### src/rtl/soc_pkg.sv
// soc_pkg: shared RAM map constants and reader FSM state type
package soc_pkg;
  localparam int ADDROFFSET = 206800;
  localparam int DEPTH = 1200;
  localparam int DONE_ADDR = 411699;
  typedef enum logic [1:0] {IDLE, READ, DRAIN, FLAG} reader_state_t;
endpackage

### src/rtl/word_fifo.sv
// word_fifo: synchronous WIDTH x DEPTH word buffer with push/pop/full/empty
module word_fifo #(
  parameter int WIDTH = 32,
  parameter int DEPTH = 2
) (
  input  logic             clk,
  input  logic             nrst,
  input  logic             push,
  input  logic [WIDTH-1:0] din,
  input  logic             pop,
  output logic [WIDTH-1:0] dout,
  output logic             full,
  output logic             empty
);
  localparam int AW = $clog2(DEPTH);
  logic [WIDTH-1:0] r_mem [DEPTH];
  logic [AW-1:0] r_wp, r_rp;
  logic [AW:0] r_cnt;
  logic w_wr, w_rd;
  assign w_rd = pop && !empty;
  assign w_wr = push && (!full || w_rd);
  assign dout = r_mem[r_rp];
  assign full = r_cnt == (AW+1)'(DEPTH);
  assign empty = r_cnt == '0;
  always_ff @(posedge clk) if (w_wr) r_mem[r_wp] <= din;
  always_ff @(posedge clk or negedge nrst) begin
    if (!nrst) begin
      r_wp <= '0;
      r_rp <= '0;
      r_cnt <= '0;
    end else begin
      r_wp <= r_wp + AW'(w_wr);
      r_rp <= r_rp + AW'(w_rd);
      r_cnt <= r_cnt + (AW+1)'(w_wr) - (AW+1)'(w_rd);
    end
  end
endmodule

### src/rtl/dualram_stream_reader.sv
// dualram_stream_reader: reads a RAM word block over port 2, streams it LSB byte first, then writes the done word
module dualram_stream_reader #(
  parameter int WIDTH = 32,
  parameter int DEPTH = soc_pkg::DEPTH,
  parameter int ADDROFFSET = soc_pkg::ADDROFFSET,
  parameter int DONE_ADDR = soc_pkg::DONE_ADDR,
  parameter int FIFO_DEPTH = 2
) (
  input  logic             clk,
  input  logic             nrst,
  input  logic             start,
  input  logic [WIDTH-1:0] base_index,
  input  logic [15:0]      length,
  output logic             busy,
  output logic             done,
  output logic             error,
  output logic [WIDTH-1:0] mem_address,
  output logic [WIDTH-1:0] mem_wdata,
  output logic             mem_enw,
  input  logic [WIDTH-1:0] mem_rdata,
  output logic [7:0]       out_data,
  output logic             out_valid,
  input  logic             out_ready,
  output logic             out_last
);
  import soc_pkg::*;
  reader_state_t r_state;
  logic [WIDTH-1:0] r_base, r_word;
  logic [15:0] r_len, r_rd_cnt, r_ld_cnt;
  logic [1:0] r_idx;
  logic r_valid, r_last_word, r_error;
  logic w_full, w_empty, w_xfer, w_load, w_rd, w_byp, w_push, w_pop, w_over;
  logic [WIDTH-1:0] w_fifo_dout;
  assign w_xfer = r_valid && out_ready;
  assign w_load = !r_valid || (w_xfer && r_idx == 2'd3);
  assign w_rd = r_state == READ && !w_full;
  assign w_byp = w_load && w_empty && w_rd;
  assign w_push = w_rd && !w_byp;
  assign w_pop = w_load && !w_empty;
  assign w_over = ({1'b0, base_index} + (WIDTH+1)'(length)) > (WIDTH+1)'(DEPTH);
  assign busy = r_state != IDLE;
  assign done = r_state == FLAG;
  assign mem_enw = r_state == FLAG;
  assign error = r_error;
  assign mem_address = r_state == READ ? WIDTH'(ADDROFFSET) + r_base + WIDTH'(r_rd_cnt) :
                       r_state == FLAG ? WIDTH'(DONE_ADDR) : WIDTH'(ADDROFFSET);
  assign mem_wdata = r_state == FLAG ? WIDTH'(r_len) : '0;
  assign out_valid = r_valid;
  assign out_data = r_word[8*r_idx +: 8];
  assign out_last = r_valid && r_last_word && r_idx == 2'd3;
  word_fifo #(.WIDTH(WIDTH), .DEPTH(FIFO_DEPTH)) u_fifo (
    .clk(clk), .nrst(nrst), .push(w_push), .din(mem_rdata), .pop(w_pop),
    .dout(w_fifo_dout), .full(w_full), .empty(w_empty)
  );
  always_ff @(posedge clk or negedge nrst) begin
    if (!nrst) begin
      r_state <= IDLE;
      r_base <= '0;
      r_len <= '0;
      r_rd_cnt <= '0;
      r_ld_cnt <= '0;
      r_word <= '0;
      r_idx <= '0;
      r_valid <= 1'b0;
      r_last_word <= 1'b0;
      r_error <= 1'b0;
    end else begin
      r_error <= 1'b0;
      case (r_state)
        IDLE: if (start) begin
          if (w_over) r_error <= 1'b1;
          else begin
            r_base <= base_index;
            r_len <= length;
            r_rd_cnt <= '0;
            r_ld_cnt <= '0;
            r_state <= length == 16'd0 ? FLAG : READ;
          end
        end
        READ: if (w_rd) begin
          r_rd_cnt <= r_rd_cnt + 16'd1;
          if (r_rd_cnt == r_len - 16'd1) r_state <= DRAIN;
        end
        DRAIN: if (w_empty && !r_valid) r_state <= FLAG;
        default: r_state <= IDLE;
      endcase
      if (w_pop || w_byp) begin
        r_word <= w_pop ? w_fifo_dout : mem_rdata;
        r_idx <= '0;
        r_valid <= 1'b1;
        r_last_word <= r_ld_cnt == r_len - 16'd1;
        r_ld_cnt <= r_ld_cnt + 16'd1;
      end else if (w_xfer) begin
        r_idx <= r_idx + 2'd1;
        if (r_idx == 2'd3) r_valid <= 1'b0;
      end
    end
  end
endmodule

### config.mk
export PLATFORM = sky130hd
export DESIGN_NAME = dualram_stream_reader
export DESIGN_NICKNAME = d
export VERILOG_FILES = /design/src/rtl/soc_pkg.sv /design/src/rtl/word_fifo.sv /design/src/rtl/dualram_stream_reader.sv
export SDC_FILE = /design/constraint.sdc
export NUM_CORES = 1
export LEC_CHECK = 0
export BUFFER_PORTS_ARGS = -buffer_cell sky130_fd_sc_hd__buf_2
export CAP_MARGIN = 10
export CORE_ASPECT_RATIO = 2
export CORE_MARGIN = 1.5
export CORE_UTILIZATION = 29
export DETAILED_ROUTE_END_ITERATION = 7
export PLACE_DENSITY = 0.55
export SYNTH_ARGS = -nofsm -noshare
export SYNTH_HDL_FRONTEND = slang
export SYNTH_SLANG_ARGS = --single-unit
### constraint.sdc
create_clock -name clk -period 5.75 [get_ports clk]
set_input_delay 1.15 -clock clk [delete_from_list [all_inputs] [get_ports clk]]
set_output_delay 1.15 -clock clk [all_outputs]
set_load 0.03 [all_outputs]
=== Word level (Yosys, flattened, before mapping) ===
Memories as Yosys holds them, arrays and structs flattened.
Cells that the tools add are included.

* $add $sub $neg: 11
* Magnitude comparators: 1
* Equal/unequal tests: 13
* Shift-type cells: 1
* Muxes and demuxes: 27
* Bitwise gates (word level): 1
* Reduce and logical (&&, ||, !) cells: 33

{| class="wikitable"
|+ Operators with widths
! operator !! count
|-
| 2-to-1 mux 16 bit || 6
|-
| 2-to-1 mux 32 bit || 2
|-
| adder 32 x 16 -> 33 bit || 1
|-
| > comparator 33 x 11 -> 1 bit, second input constant || 1
|-
| adder 16 x 1 -> 16 bit, second input constant || 2
|-
| adder 18 x 32 -> 32 bit, first input constant || 1
|-
| adder 32 x 16 -> 32 bit || 1
|-
| equality test 16 bit || 2
|-
| one-hot mux 16 bit (2 select lines) || 1
|-
| variable part select 32 x 6 -> 8 bit || 1
|-
| 2-to-1 mux 19 bit || 1
|-
| logical NOT 16 bit || 1
|-
| 2-to-1 mux 2 bit || 8
|-
| subtractor 16 x 1 -> 16 bit, second input constant || 1
|-
| logical AND 1 bit || 12
|-
| nonzero test 2 bit || 6
|-
| equality test 2 bit, second input constant || 4
|-
| 2-to-1 mux 1 bit || 8
|-
| != test 2 bit, second input constant || 4
|-
| one-hot mux 2 bit (3 select lines) || 1
|-
| AND reduction 3 bit || 2
|-
| AND reduction 5 bit || 1
|-
| logical NOT 1 bit || 4
|-
| logical NOT 2 bit || 2
|-
| 10 further kinds || 14
|}

* Register bits after elaboration: 123
* RAM bits: 64
* Bits of input ports: 84
* Output and inout port bits: 78
* Word-level logic and storage cells: 101
* Memories: 1

{| class="wikitable"
|+ Memories
! name !! depth !! bits a word !! rd ports !! clocked after memory_dff !! write ports !! line !! RTL
|-
| u_fifo.r_mem || 2 || 32 || 1 || 0 || 1 || word_fifo.sv:16 || <nowiki>logic [WIDTH-1:0] r_mem [DEPTH];</nowiki>
|}

=== Longest topological paths before layout ===
* Depth after elaboration: 10
* Depth in mapped cells: 15
* Gate-level depth less buffers: 14

=== Modules after synthesis ===
Synthesis repeated with hierarchy kept, for this count alone.

* Cell total of the unflattened synthesis: 1,313
* Area total of the unflattened synthesis: 12,587.1 µm²

{| class="wikitable"
|+ Modules (own cells, without submodules)
! module !! times used !! cells an instance !! area each (µm²) !! seq. area each (µm²)
|-
| dualram_stream_reader || 1 || 1,189 || 10,010.9 || 2,977.9
|-
| word_fifo || 1 || 124 || 2,576.2 || 2,021.9
|}

=== Worst setup path after synthesis ===
No wires, ideal clock.

* Path kind: register to output
* Start: register r_rd_cnt[1]
* End: output mem_address[29]
* Data arrival time: 3.537 ns
* Data required time: 4.600 ns
* Setup slack: 1.063 ns
* Stages on the path, launching flop included: 15
* Path buffers: 0
* Cell sequence: dfrtp_1 -> ha_1 -> ha_1 -> inv_1 -> fa_1 -> nor2b_1 -> o21ai_0 -> a21boi_0 -> o211ai_1 -> a31oi_1 -> nand3_1 -> a31oi_1 -> nand4_1 -> xor2_1 -> nor2_1

* Cells in the longest elaborated chain, start to end: 2

{| class="wikitable"
|+ Ends and longest elaborated chain
! what !! line !! RTL
|-
| start: declaration || dualram_stream_reader.sv:29 || <nowiki>logic [15:0] r_len, r_rd_cnt, r_ld_cnt;</nowiki>
|-
| start signal: assignment || dualram_stream_reader.sv:81 || <nowiki>r_rd_cnt <= r_rd_cnt + 16'd1;</nowiki>
|-
| adder 32 x 16 -> 32 bit || dualram_stream_reader.sv:45 || <nowiki>assign mem_address = r_state == READ ? WIDTH'(ADDROFFSET) + r_base + WIDTH'(r_rd_cnt) :</nowiki>
|-
| 2-to-1 mux 32 bit || dualram_stream_reader.sv:45 ||
|-
| end: declaration || dualram_stream_reader.sv:17 || <nowiki>output logic [WIDTH-1:0] mem_address,</nowiki>
|}

No other way between the ends.

=== Worst setup path after layout ===
Ends and elaborated chain as after synthesis.

==> impl_metrics.json <==
{
  "drcViolationCount": 0,
  "antenna_found_initial": 4,
  "dr_total_vias": 10200,
  "overflow": 0,
  "io_buffers": 145,
  "finalWeightedCongestion": 0.977,
  "cp-end-kind": "output pin",
  "synth_top_flop_cell": "dfrtp_1",
  "fp-row-count": 106,
  "ys_warn_count": 0,
  "die_area_sq_um": 43200,
  "grt_first_pass_wirelength_microns": 60800,
  "initial_core_util_pct": 29.2,
  "slew_headroom_pct": 31.7,
  "synth_seq_cells": 187,
  "most-common-layout-cells": "nand2_1 (144), buf_2 (144), dfrtp_1 (122), o21ai_0 (101), nor2_1 (69)",
  "critPathKind": "reg2out",
  "rsz0062_at_grt": "no",
  "n_antenna_cell": 0,
  "final.setup.worst_slack_ps": 400,
  "synthToLayoutAreaGrowth_pct": 14.9,
  "cts_buffers": 17,
  "drt_wl_total_microns": 40900,
  "required_ps": 4600,
  "clock_latency_ps": 450,
  "setup_viol": 0,
  "path_delay_family": "compound AO/OA/AOI/OAI gates",
  "drive_gt1_share_pct": 16.3,
  "max_cap_viol_count": 0,
  "fin_tns_setup_ps": 0,
  "slowest_stage": "dfrtp_1",
  "async_flop_share_pct": 65.8,
  "place_area_sq_um": 13400,
  "synth.yosys.seq_area_share_pct": 41.1,
  "worstHoldStart": "r_word[19]",
  "ctsHoldBuffers": 0,
  "worst_pin_slew_ps": 1020,
  "grt_max_degree": 53,
  "instances_no_fill": 1960,
  "cts_sinks": 187,
  "die_y_microns": 293,
  "crit_buf_inv": 2,
  "fin_nets": 1555,
  "r2r_setup_slack_ps": 2090,
  "place_inst": 1928,
  "ios": 162,
  "drt_iter0_drc": 495,
  "critPathMaxFanout": 8,
  "max_stage_delay_ps": 470,
  "synth_cell_types": 75,
  "wl_per_cell_microns": 20.9,
  "worstHoldPathType": "reg2reg",
  "worstReg2RegStart": "r_len[0]",
  "synth-edff-count": 64,
  "worstPathArrival_ps": 4200,
  "grt_pass1_vias": 10400,
  "via_per_inst": 5.21,
  "ir_worst_vdd_v": 0.000206,
  "pre_cts_ws_ps": 556,
  "startpoint": "r_rd_cnt[1]",
  "hpwl_microns": 32300,
  "h-tree-depth": 4,
  "status": "complete, no violations",
  "hold_ws_ps": 480,
  "first_pass_iters": 5,
  "clk_pin_slew_worst_paths_ps": 70,
  "fmax_mhz": 187,
  "p_per_area_nw_per_um2": 284,
  "critPathLaunchType": "flip-flop",
  "cts_tree": "built",
  "drv_slew": 0,
  "syn_inst": 1289,
  "hold_viol": 0,
  "final_area_sq_um": 14000,
  "syn_avg_cell_area_sq_um": 9.43,
  "fp.dieW_microns": 148,
  "antenna_left": 0,
  "mappedNetlistArea_sq_um": 12200,
  "cts_root_buffer": "clkbuf_16",
  "finalCritPeriodShare_pct": 93.0,
  "crit_chain": "ha_1 -> ha_1 -> inv_1 -> fa_1 -> nor2b_1 -> o21ai_0 -> a21boi_0 -> o211ai_1 -> a31oi_1 -> nand3_1 -> a31oi_4 -> nand4_1 -> xor2_1 -> nor2_1 -> buf_2",
  "finClkSkew_ps": 12.4,
  "clockBufferDepth": 2,
  "track_usage_pct": 19.0,
  "core_sq_um": 41600,
  "p_leak_uw": 0.00629,
  "crit_top_cell": "ha_1",
  "finalCriticalPeriod_ps": 5350
}
[worst paths after layout]
| kind | end | cells after the start |
|---|---|---|
| setup / recovery | mem_address[29] | 15 |
| min in group asynchronous | r_base[19] | 1 |
| hold / removal | r_word[19] | 2 |
| max in group asynchronous | r_ld_cnt[3] | 2 |
| setup reg to reg | r_state[1] | 11 |
| hold reg to reg | r_word[19] | 2 |
[per-layer routing]
layer  part of all wire [%]  vias to the layer above  global-route usage, %
li1                       -                     4858                      -
met1                     33                     4892                   17.0
met2                     56                      346                   37.3
met3                    3.4                      119                   2.54
met4                    8.0                        0                   14.5
met5                      0                        -                      0
[sequential cells by signal, indices dropped and copies added, names as in the netlist]
signal	flops
r_word	32
r_ld_cnt	16
r_len	16
out_valid	1
u_fifo.r_cnt	2
u_fifo.r_wp	1
r_base	32
u_fifo.r_rp	1
r_idx	2
error	1
r_state	2
r_rd_cnt	16
r_last_word	1
u_fifo.r_mem	64
[what timing repair did]
item,in CTS,in global routing
resized for setup,0,2
endpoints found under the setup margin,0,6
buffers inserted,0,0
[cells in the mapped netlist (all sizes together), types with 9 or more instances]
cell type | n | area share (%)
inv | 55 | 1.7
o21ai | 106 | 4.4
and3 | 20 | 1.0
clkbuf | 50 | 1.6
a31oi | 27 | 1.6
buf | 34 | 1.7
and2 | 34 | 1.7
nand3 | 47 | 2.0
ha | 62 | 6.4
dfrtp | 123 | 25
xnor2 | 41 | 3.0
xor2 | 40 | 2.9
nand4 | 21 | 1.1
nor2 | 69 | 2.1
nor3 | 22 | 0.95
a21oi | 62 | 2.6
nand2 | 144 | 4.4
or2 | 9 | 0.46
nor4 | 13 | 0.67
edfxtp | 64 | 16
a21o | 35 | 2.2
or3 | 19 | 0.98
mux2 | 32 | 3.0
o21a | 11 | 0.68
mux2i | 37 | 3.0
[stage by stage]
stage	total power (uW)	util (%)
finish	3960	33.5
global route	4180	33.5
CTS	4020	33.5
detailed placement	2860	32.2
global placement	2840	32.2
floorplan	2490	-
[logic make-up after synthesis]
family | after synthesis | share of synthesized area [%]
compound gates | 314 | 16.5
xor+xnor | 81 | 5.83
fa+ha+maj | 64 | 6.71
buf+inv | 140 | 5.01
flops | 187 | 41.1
mux | 77 | 7.49
other cells | 1 | 0.0308
simple gates | 425 | 17.3
[report_power, final]
part	switching [uW]	total [uW]	internal [uW]	leakage [uW]
Sequential	235	1770	1540	0.00215
Clock	538	1150	611	0.000266
Combinational	620	1040	421	0.00388
Total	1390	3960	2570	0.00629
[worst reg2reg max path, cell delays in order (launching register included)]
cell and delay [ps]:
dfrtp_1 600, inv_1 90, ha_1 270, xnor2_1 560, xor2_1 340, o21ai_0 150, nor4b_1 320, o2111ai_1 150
nor4_1 380, a32oi_1 210, or3_1 380, o22ai_1 140
[cell type report]
class | count | area, sq um
multi-input combinational | 977 | 6620
inverter | 56 | 210
tap | 540 | 676
clock buffer | 19 | 443
timing repair buffer | 168 | 901
clock inverter | 13 | 116
sequential | 187 | 5000
fill | 4385 | 27700
No activity file was read; power rests on OpenSTA's default activity.
